**src/rtl/pc_seq_pkg.sv**
```systemverilog
// ============================================================================
// Module      : pc_seq_pkg
// Description : Shared types for the fetch-side PC sequencer: FSM states,
//               PC source encoding and the default sequential increment.
// Revision    : 1.0 - initial release
// ============================================================================
`default_nettype none

package pc_seq_pkg;

  // Sequencer control states
  typedef enum logic [1:0] {
    ST_RESET = 2'b00,
    ST_RUN   = 2'b01,
    ST_FLUSH = 2'b10,
    ST_HALT  = 2'b11
  } seq_state_e;

  // Source of the most recent PC update, as reported on PCsrc
  typedef enum logic [1:0] {
    PCSRC_PLUS4  = 2'b00,
    PCSRC_BRANCH = 2'b01,
    PCSRC_JUMP   = 2'b10,
    PCSRC_HOLD   = 2'b11
  } pcsrc_e;

  localparam int DEFAULT_PC_INCR = 4;

endpackage

`default_nettype wire

```
**src/rtl/pc_next_mux.sv**
```systemverilog
// ============================================================================
// Module      : pc_next_mux
// Description : Combinational next-PC selector. Resolves redirect priority
//               (branch over jump), word-aligns redirect targets, flags
//               misaligned targets and decides hold/halt/advance.
// Revision    : 1.0 - initial release
// ============================================================================
`default_nettype none

module pc_next_mux
  import pc_seq_pkg::*;
#(
  parameter int DATA_WIDTH = 32,
  parameter int PC_INCR    = DEFAULT_PC_INCR
) (
  input  logic [DATA_WIDTH-1:0] pc,
  input  logic                  redirect_only,  // FLUSH: only redirects are honoured
  input  logic                  branch_taken,
  input  logic [DATA_WIDTH-1:0] branch_target,
  input  logic                  jump,
  input  logic [DATA_WIDTH-1:0] jump_target,
  input  logic                  halt,
  input  logic                  stall,
  input  logic                  imem_ready,
  output logic [DATA_WIDTH-1:0] pc_next,
  output pcsrc_e                pcsrc_next,
  output logic                  redirect,
  output logic                  halt_req,
  output logic                  advance,
  output logic                  misaligned
);

  // Priority select: branch (older) > jump (younger) > halt > hold > advance
  always_comb begin
    pc_next    = pc;
    pcsrc_next = PCSRC_HOLD;
    redirect   = 1'b0;
    halt_req   = 1'b0;
    advance    = 1'b0;
    misaligned = 1'b0;
    if (branch_taken) begin
      pc_next    = {branch_target[DATA_WIDTH-1:2], 2'b00};
      pcsrc_next = PCSRC_BRANCH;
      redirect   = 1'b1;
      misaligned = |branch_target[1:0];
    end else if (jump) begin
      pc_next    = {jump_target[DATA_WIDTH-1:2], 2'b00};
      pcsrc_next = PCSRC_JUMP;
      redirect   = 1'b1;
      misaligned = |jump_target[1:0];
    end else if (!redirect_only) begin
      if (halt) begin
        halt_req = 1'b1;
      end else if (!stall && imem_ready) begin
        pc_next    = pc + DATA_WIDTH'(PC_INCR);
        pcsrc_next = PCSRC_PLUS4;
        advance    = 1'b1;
      end
    end
  end

endmodule

`default_nettype wire

```
**src/rtl/pc_sequencer.sv**
```systemverilog
// ============================================================================
// Module      : pc_sequencer
// Description : Fetch-stage program counter owner. Sequences PC through
//               advance, branch/jump redirect with a one-cycle flush bubble,
//               stall hold and halt. All outputs are registered.
// Revision    : 1.0 - initial release
// ============================================================================
`default_nettype none

module pc_sequencer
  import pc_seq_pkg::*;
#(
  parameter int                    DATA_WIDTH = 32,
  parameter logic [DATA_WIDTH-1:0] RESET_PC   = '0,
  parameter int                    PC_INCR    = DEFAULT_PC_INCR
) (
  input  logic                  clk,
  input  logic                  rst,
  input  logic                  branch_taken,
  input  logic [DATA_WIDTH-1:0] branch_target,
  input  logic                  jump,
  input  logic [DATA_WIDTH-1:0] jump_target,
  input  logic                  stall,
  input  logic                  halt,
  input  logic                  imem_ready,
  output logic [DATA_WIDTH-1:0] PC,
  output logic [1:0]            PCsrc,
  output logic                  fetch_valid,
  output logic                  flush,
  output logic                  misaligned,
  output logic                  halted,
  output logic [31:0]           fetch_count
);

  seq_state_e            state_q, state_d;
  logic [DATA_WIDTH-1:0] pc_q, pc_d;
  pcsrc_e                pcsrc_q, pcsrc_d;
  logic                  fetch_valid_q, fetch_valid_d;
  logic                  flush_q, flush_d;
  logic                  misaligned_q, misaligned_d;
  logic                  halted_q, halted_d;
  logic [31:0]           fetch_count_q, fetch_count_d;

  logic [DATA_WIDTH-1:0] mux_pc;
  pcsrc_e                mux_src;
  logic                  mux_redirect, mux_halt, mux_advance, mux_misaligned;

  pc_next_mux #(
    .DATA_WIDTH (DATA_WIDTH),
    .PC_INCR    (PC_INCR)
  ) u_next_mux (
    .pc            (pc_q),
    .redirect_only (state_q == ST_FLUSH),
    .branch_taken  (branch_taken),
    .branch_target (branch_target),
    .jump          (jump),
    .jump_target   (jump_target),
    .halt          (halt),
    .stall         (stall),
    .imem_ready    (imem_ready),
    .pc_next       (mux_pc),
    .pcsrc_next    (mux_src),
    .redirect      (mux_redirect),
    .halt_req      (mux_halt),
    .advance       (mux_advance),
    .misaligned    (mux_misaligned)
  );

  // State and output registers; reset discards any pending redirect
  always_ff @(posedge clk) begin
    if (rst) begin
      state_q       <= ST_RESET;
      pc_q          <= RESET_PC;
      pcsrc_q       <= PCSRC_HOLD;
      fetch_valid_q <= 1'b0;
      flush_q       <= 1'b0;
      misaligned_q  <= 1'b0;
      halted_q      <= 1'b0;
      fetch_count_q <= '0;
    end else begin
      state_q       <= state_d;
      pc_q          <= pc_d;
      pcsrc_q       <= pcsrc_d;
      fetch_valid_q <= fetch_valid_d;
      flush_q       <= flush_d;
      misaligned_q  <= misaligned_d;
      halted_q      <= halted_d;
      fetch_count_q <= fetch_count_d;
    end
  end

  // Next-state: RESET leaves unconditionally, FLUSH lasts one cycle unless re-redirected
  always_comb begin
    state_d = state_q;
    case (state_q)
      ST_RESET: state_d = ST_RUN;
      ST_RUN: begin
        if (mux_redirect)  state_d = ST_FLUSH;
        else if (mux_halt) state_d = ST_HALT;
      end
      ST_FLUSH: state_d = mux_redirect ? ST_FLUSH : ST_RUN;
      ST_HALT:  state_d = ST_HALT;
      default:  state_d = ST_RESET;
    endcase
  end

  // Output values for the next cycle; PC only moves in RUN/FLUSH
  always_comb begin
    pc_d          = pc_q;
    pcsrc_d       = pcsrc_q;
    misaligned_d  = 1'b0;
    fetch_count_d = fetch_count_q;
    if (state_q == ST_RUN || state_q == ST_FLUSH) begin
      pc_d         = mux_pc;
      pcsrc_d      = mux_src;
      misaligned_d = mux_misaligned;
      if (mux_advance) fetch_count_d = fetch_count_q + 32'd1;
    end
    fetch_valid_d = (state_d == ST_RUN);
    flush_d       = (state_d == ST_FLUSH);
    halted_d      = (state_d == ST_HALT);
  end

  assign PC          = pc_q;
  assign PCsrc       = pcsrc_q;
  assign fetch_valid = fetch_valid_q;
  assign flush       = flush_q;
  assign misaligned  = misaligned_q;
  assign halted      = halted_q;
  assign fetch_count = fetch_count_q;

endmodule

`default_nettype wire

```
**config.mk**
```make
export PLATFORM = sky130hd
export DESIGN_NAME = pc_sequencer
export DESIGN_NICKNAME = d
export VERILOG_FILES = /design/src/rtl/pc_seq_pkg.sv /design/src/rtl/pc_next_mux.sv /design/src/rtl/pc_sequencer.sv
export SDC_FILE = /design/constraint.sdc
export NUM_CORES = 1
export LEC_CHECK = 0
export CORE_MARGIN = 5
export CORE_UTILIZATION = 45
export CTS_CLUSTER_SIZE = 16
export DETAILED_ROUTE_END_ITERATION = 16
export GPL_TIMING_DRIVEN = 0
export PLACE_DENSITY = 0.8
export SYNTH_ARGS = -nofsm -noshare
export SYNTH_HDL_FRONTEND = slang
export SYNTH_SLANG_ARGS = --single-unit
```
**constraint.sdc**
```tcl
create_clock -name clk -period 4.8 [get_ports clk]
set_input_delay 0.96 -clock clk [delete_from_list [all_inputs] [get_ports clk]]
set_output_delay 0.96 -clock clk [all_outputs]
set_load 0.01 [all_outputs]
```
==> flow_metrics.tcl, run 1 <==
set metrics [dict create \
    status "finished clean" \
    fin_ws_ns 1.68 \
    core_region_area_sq_um 8760 \
    r2r_cells 8 \
    drtIter0Drc 414 \
    firstDrtPassIters 7 \
    yosysSeqAreaShare 0.346 \
    ant_nets 0 \
    synth_cells 511 \
    clockBufferDepth 2 \
    cp-endpoint "PC[7]" \
    syn_avg_cell_area_sq_um 7.93 \
    seqPwrFrac 0.411 \
    yosysTopAreaCell "dfxtp_1" \
    cts_tree "yes" \
    holdPathStages 2 \
    worst_pin_slew_ns 1.10 \
    critPathTopFamily "buffers and inverters" \
    antenna_found_initial 0 \
    synth_top_area_share 0.346 \
    syn_area_sq_um 4050 \
    vias 4786 \
    crit_buf_inv 2 \
    area_growth_pct 42.9 \
    max_slew_margin 0.261 \
    rows 34 \
    register_area_sq_um 1400 \
    dp_slack_ns 1.36 \
    maxCapViolCount 0 \
    ys_ff_latch 70 \
    yosysUniqueCellTypes 64 \
    crit_chain "clkdlybuf4s50_1, nor4b_4, o21a_1, clkbuf_1, o21ai_0, a2bb2oi_1, nor2_1" \
    cp_max_fo 10 \
    wl_per_cell_microns 19.2 \
    r2r_end "fetch_count[31]" \
    place_area_sq_um 5550 \
    synth_ff_type "dfxtp_1" \
    grt_setup_unrepaired "false" \
    drc 0 \
    timing.fmax_mhz 321 \
    slowest_stage "nor4b_4" \
    postLayoutCellArea_sq_um 5790 \
    critPathLaunch "halt" \
    worst-path-stages 7 \
    cts_num_sinks 70 \
    synth_edf_count 0 \
    async_flop_share 0 \
    routabilityCongestion 0.957 \
    p_switching_uw 468 \
    ir_worst_vdd_uv 184 \
    n_antenna_cell 0 \
    post-route-util 0.661 \
    die_area_sq_um 11000 \
    cts_root_buf "clkbuf_8" \
    drive_above_1_share 0.0512 \
    insertion_delay_ns 0.35 \
    die_h_microns 105 \
    hold_viol_final 0 \
    cp-end-kind "flip-flop" \
    pwr-share-comb 0.225 \
    grt_max_degree 13 \
    p_per_area_nw_per_um2 277 \
    leakage_uw 0.00193 \
    r2r-start "state_q[0]" \
    power.share.clock 0.364 \
    skew_ns 0.0129 \
    grt_pass1_wl_microns 23600 \
    initial_utilization 0.462 \
    switching_share 0.291 \
    cts_buffers 9 \
    multi_input_area_sq_um 2430 \
    required_ns 5.02 \
    min_path_type "flip-flop to flip-flop" \
    maxSlewViolCount 0 \
    reg2reg_slack_ns 2.01 \
    grt_pass1_vias 4549 \
    grtUsageTotal 0.261 \
    drt_wl_total_microns 14800 \
    setup_viol 0 \
    io_pins 141 \
    fin_tns_setup_ns 0 \
    h-tree-depth 3 \
    period_minus_slack_ns 3.12 \
    fp.dieW_microns 105 \
    fin_crit_sh 0.650 \
    cts_setup_buffers 0 \
    ys.warnings.count 0 \
    start_kind "input port" \
    port_buffers 136 \
    grt-ovfl-total 0 \
    synth_area_leaders "dfxtp_1 (35%), nor2_1 (5.3%), xnor2_1 (5.2%)" \
    worstSetupPathType "input port to flip-flop" \
    slowest_delay_ns 0.61 \
    nFillCells 762 \
    nNetsFinal 736 \
    avgViaCountPerCell 6.20 \
    cts_resized 0 \
    path_clk_slew_ns 0.08 \
    arrival_ns 3.34 \
    p_int_uw 1140 \
    dpl.hpwl_microns 11000 \
    cts_hold_buf 0 \
]
## synth_stat cells, drive strengths merged (12+ instances only)
| cell type | number |
|---|---|
| xnor2 | 24 |
| nor3 | 16 |
| nor4 | 20 |
| a21oi | 28 |
| buf | 12 |
| nor2 | 57 |
| nand2 | 33 |
| nand4 | 18 |
| clkbuf | 24 |
| nand3 | 22 |
| dfxtp | 70 |
| o21ai | 32 |
| inv | 20 |
## logic make-up after synthesis
| family | count (synthesis) | synth area share |
|---|---|---|
| AO/OA/AOI/OAI | 133 | 0.224 |
| XOR/XNOR | 26 | 0.0562 |
| adder cells (fa/ha/maj) | 6 | 0.0185 |
| buffers and inverters | 57 | 0.0559 |
| flip-flops | 70 | 0.346 |
| multiplexers | 5 | 0.0133 |
| other | 1 | 0.000926 |
| AND/OR/NAND/NOR | 213 | 0.285 |
## per-stage QoR
step	power, uW	hold WS (ns)	cells
final	1600	0.510	772
after global routing	1660	0.529	772
after CTS	1600	0.520	772
after detailed placement	1030	0.504	756
after global placement	1020	0.492	756
after floorplan	832	0.511	512
## cells in the final DEF (no fill, tap or decap), types with 6 or more instances in the layout
master           Yosys  final
buf_1                6      6
a21oi_1             28     28
clkbuf_1            24     25
clkdlybuf4s50_1      0    136
or3_1               10     10
a221o_1              7      7
o21ai_0             31     31
a22oi_1              9      9
o211ai_1             9      9
xnor2_1             24     24
nor2_1              57     57
nor4_1              16     16
nand2_1             32     32
a31oi_1              9      9
clkbuf_8             0      9
nor3_1              15     15
inv_1               20     20
and3_1               9      9
nand4_1             18     18
nand3_1             22     22
ha_1                 6      6
and4_1              10     10
o32ai_1              6      6
dfxtp_1             70     70
## cell type report
type,count,share of cell area
multi-input combinational,385,0.419
sequential,70,0.242
timing repair buffer,136,0.235
buffer,36,0.0255
tap,108,0.0233
clock buffer,10,0.0220
clock inverter,6,0.0190
inverter,21,0.0136
## worst reg2reg max path, delay by kind of cell, from the launching register on
kind	cells	cell delay, ns
fa+ha+maj	1	0.28
buf+inv	2	0.28
flops	1	0.39
mux	1	0.33
simple gates	4	1.41
## power by group through the flow
stage / logic (uW) / clock network (uW) / registers, uW
CTS: 357 / 584 / 658
detailed placement: 354 / 0 / 671
floorplan: 154 / 0 / 678
global placement: 350 / 0 / 669
finish: 362 / 584 / 659
global route: 386 / 611 / 665
## routing by layer
metal  up-vias  global-route usage  wire length [microns]
li1       2205                   -                      -
met1      2266               0.350                   6130
met2       271               0.408                   6920
met3        44              0.0586                   1390
met4         0              0.0995                    397
met5         -                   0                      0
## registers in the layout, indices dropped and copies added, names as in the netlist
name         count
flush            1
misaligned       1
PCsrc            2
state_q          2
halted           1
fetch_count     32
PC              30
fetch_valid      1
## worst min path at each step
stage,from,endpoint,slack (ns)
4_1_cts,PC[23],PC[23],0.52
3_5_place_dp,PC[23],PC[23],0.50
5_1_grt,PC[23],PC[23],0.53
6_report,fetch_count[5],fetch_count[5],0.51
2_1_floorplan,fetch_count[5],fetch_count[5],0.51
3_3_place_gp,PC[3],PC[3],0.49
Note: power is estimated with default switching activity, not from simulation.
==> run 2, diff against run 1 <==
- clock period: 4.8 -> 3 ns (I/O delays scaled with it)
==> results of run 2 <==
The final DEF is identical to that of run 1. Status: finished clean.
Main changes from that run: setup slack after placement 1.36 ns -> -0.0758 ns; setup slack after layout 1.68 ns -> 0.205 ns; start point of the critical path halt -> state_q[0]; end point of the critical path PC[7] -> fetch_count[31]; register-to-register setup slack 2.01 ns -> 0.21 ns; total power 1600 uW -> 2570 uW; worst IR drop on VDD 184 uV -> 294 uV
==> run 3, diff against run 2 <==
- CAP_MARGIN: not set -> 20
- GPL_ROUTABILITY_DRIVEN: not set -> 0
==> run 3 against run 2 <==
Core utilization decreased by 0.36 points. First-iteration DRC count grew 14%. Critical path type unchanged. Flip-flop and latch count is the same. Fmax is 1.4% higher. Count of clock-buffer cells in the layout unchanged. Global-route usage up 0.30 points. Final area is 0.54% lower.
==> flow_metrics.tcl, run 3 (synthesis gave the netlist of run 1 again) <==
set metrics [dict create \
    status "finished clean" \
    clockBufferDepth 2 \
    drc 0 \
    slowest_stage "nor3b_1" \
    fin_tns_setup_ns 0 \
    cts_num_sinks 70 \
    avgViaCountPerCell 6.21 \
    n_antenna_cell 0 \
    fin_crit_sh 0.919 \
    ant_nets 0 \
    cts_buffers 9 \
    maxSlewViolCount 0 \
    cts_root_buf "clkbuf_8" \
    crit_chain "inv_1, ha_1, buf_2, nor3b_1, nand2_2, or3_1, nor3_2, mux2_1" \
    grt_max_degree 14 \
    nFillCells 774 \
    insertion_delay_ns 0.35 \
    hold_viol_final 0 \
    p_per_area_nw_per_um2 410 \
    mostFrequentLayoutCell "clkdlybuf4s50_1" \
    cp-end-kind "flip-flop" \
    grtUsageTotal 0.264 \
    io_pins 141 \
    worst_pin_slew_ns 1.06 \
    area_growth_pct 42.1 \
    slowest_delay_ns 0.47 \
    dpl.hpwl_microns 11000 \
    timing.fmax_mhz 363 \
    cts_resized 0 \
    postLayoutCellArea_sq_um 5760 \
    reg2reg_slack_ns 0.24 \
    cts_hold_buf 0 \
    cts_tree "yes" \
    max_slew_margin 0.290 \
    drtIter0Drc 470 \
    ir_worst_vdd_uv 269 \
    arrival_ns 2.99 \
    core_region_area_sq_um 8760 \
    cp_max_fo 9 \
    cts_setup_buffers 0 \
    antenna_found_initial 0 \
    vias 4813 \
    rows 34 \
    port_buffers 136 \
    nNetsFinal 739 \
    start_kind "flip-flop" \
    firstDrtPassIters 6 \
    required_ns 3.23 \
    min_path_type "flip-flop to flip-flop" \
    initial_utilization 0.462 \
    maxCapViolCount 0 \
    largest_reg_flops 32 \
    fp.dieW_microns 105 \
    path_clk_slew_ns 0.08 \
    skew_ns 0.00830 \
    grt-ovfl-total 0 \
    wl_per_cell_microns 19.3 \
    grt_pass1_vias 4679 \
    worstSetupPathType "flip-flop to flip-flop" \
    period_minus_slack_ns 2.76 \
    die_h_microns 105 \
    h-tree-depth 3 \
    mostFrequentLayoutCells "clkdlybuf4s50_1 (136), dfxtp_1 (70), nor2_1 (57)" \
    drt_wl_total_microns 15000 \
    drive_above_1_share 0.0570 \
    die_area_sq_um 11000 \
    setup_viol 0 \
    leakage_uw 0.00192 \
    grt_pass1_wl_microns 23800 \
    place_area_sq_um 5550 \
    grt_setup_unrepaired "false" \
]
## run 3: power by group
part	total (uW)	switching [uW]	internal (uW)	leakage, uW
Clock	722	395	327	0.0000889
Combinational	584	301	283	0.00126
Sequential	1060	67.9	987	0.000569
Total	2360	763	1600	0.00192
## run 3: stage by stage
stage	power [uW]	instances	setup WS [ns]	hold slack, ns	util
2_1_floorplan	1330	512	0.606	0.511	-
3_3_place_gp	1630	756	-0.0793	0.480	0.633
3_5_place_dp	1640	756	-0.0854	0.489	0.633
4_1_cts	2350	772	0.248	0.509	0.654
5_1_grt	2450	775	0.0569	0.550	0.657
6_report	2360	775	0.244	0.504	0.657
## run 3: critical path, delay by kind of cell, from the launching register on
| family | cells | cell delay, ns |
|---|---|---|
| fa+ha+maj | 1 | 0.29 |
| buf+inv | 2 | 0.29 |
| flops | 1 | 0.40 |
| mux | 1 | 0.33 |
| simple gates | 4 | 1.35 |
## run 3: area by class of cell
type | instances | area [sq um] | share of cell area
flip-flops and latches | 70 | 1400 | 0.243
plain buffers | 36 | 148 | 0.0256
multi-input cells | 385 | 2430 | 0.422
inverters | 21 | 78.8 | 0.0137
clock buffers | 10 | 138 | 0.0239
repair buffers | 139 | 1380 | 0.240
clock inverters | 6 | 46.3 | 0.00804
well taps | 108 | 135 | 0.0235
## run 3: layer usage
layer,up-vias,GRT usage,part of all wire
met5,-,0,0
met4,0,0.121,0.035
met3,53,0.0592,0.096
met2,317,0.422,0.46
met1,2237,0.339,0.41
li1,2206,-,-
## run 3: path summary, 6_finish.rpt
path | to | depth (start not counted) | from
setup reg to reg | fetch_count[31] | 8 | state_q[0]
setup / recovery | fetch_count[31] | 8 | state_q[0]
hold reg to reg | fetch_count[5] | 2 | fetch_count[5]
hold / removal | fetch_count[5] | 2 | fetch_count[5]
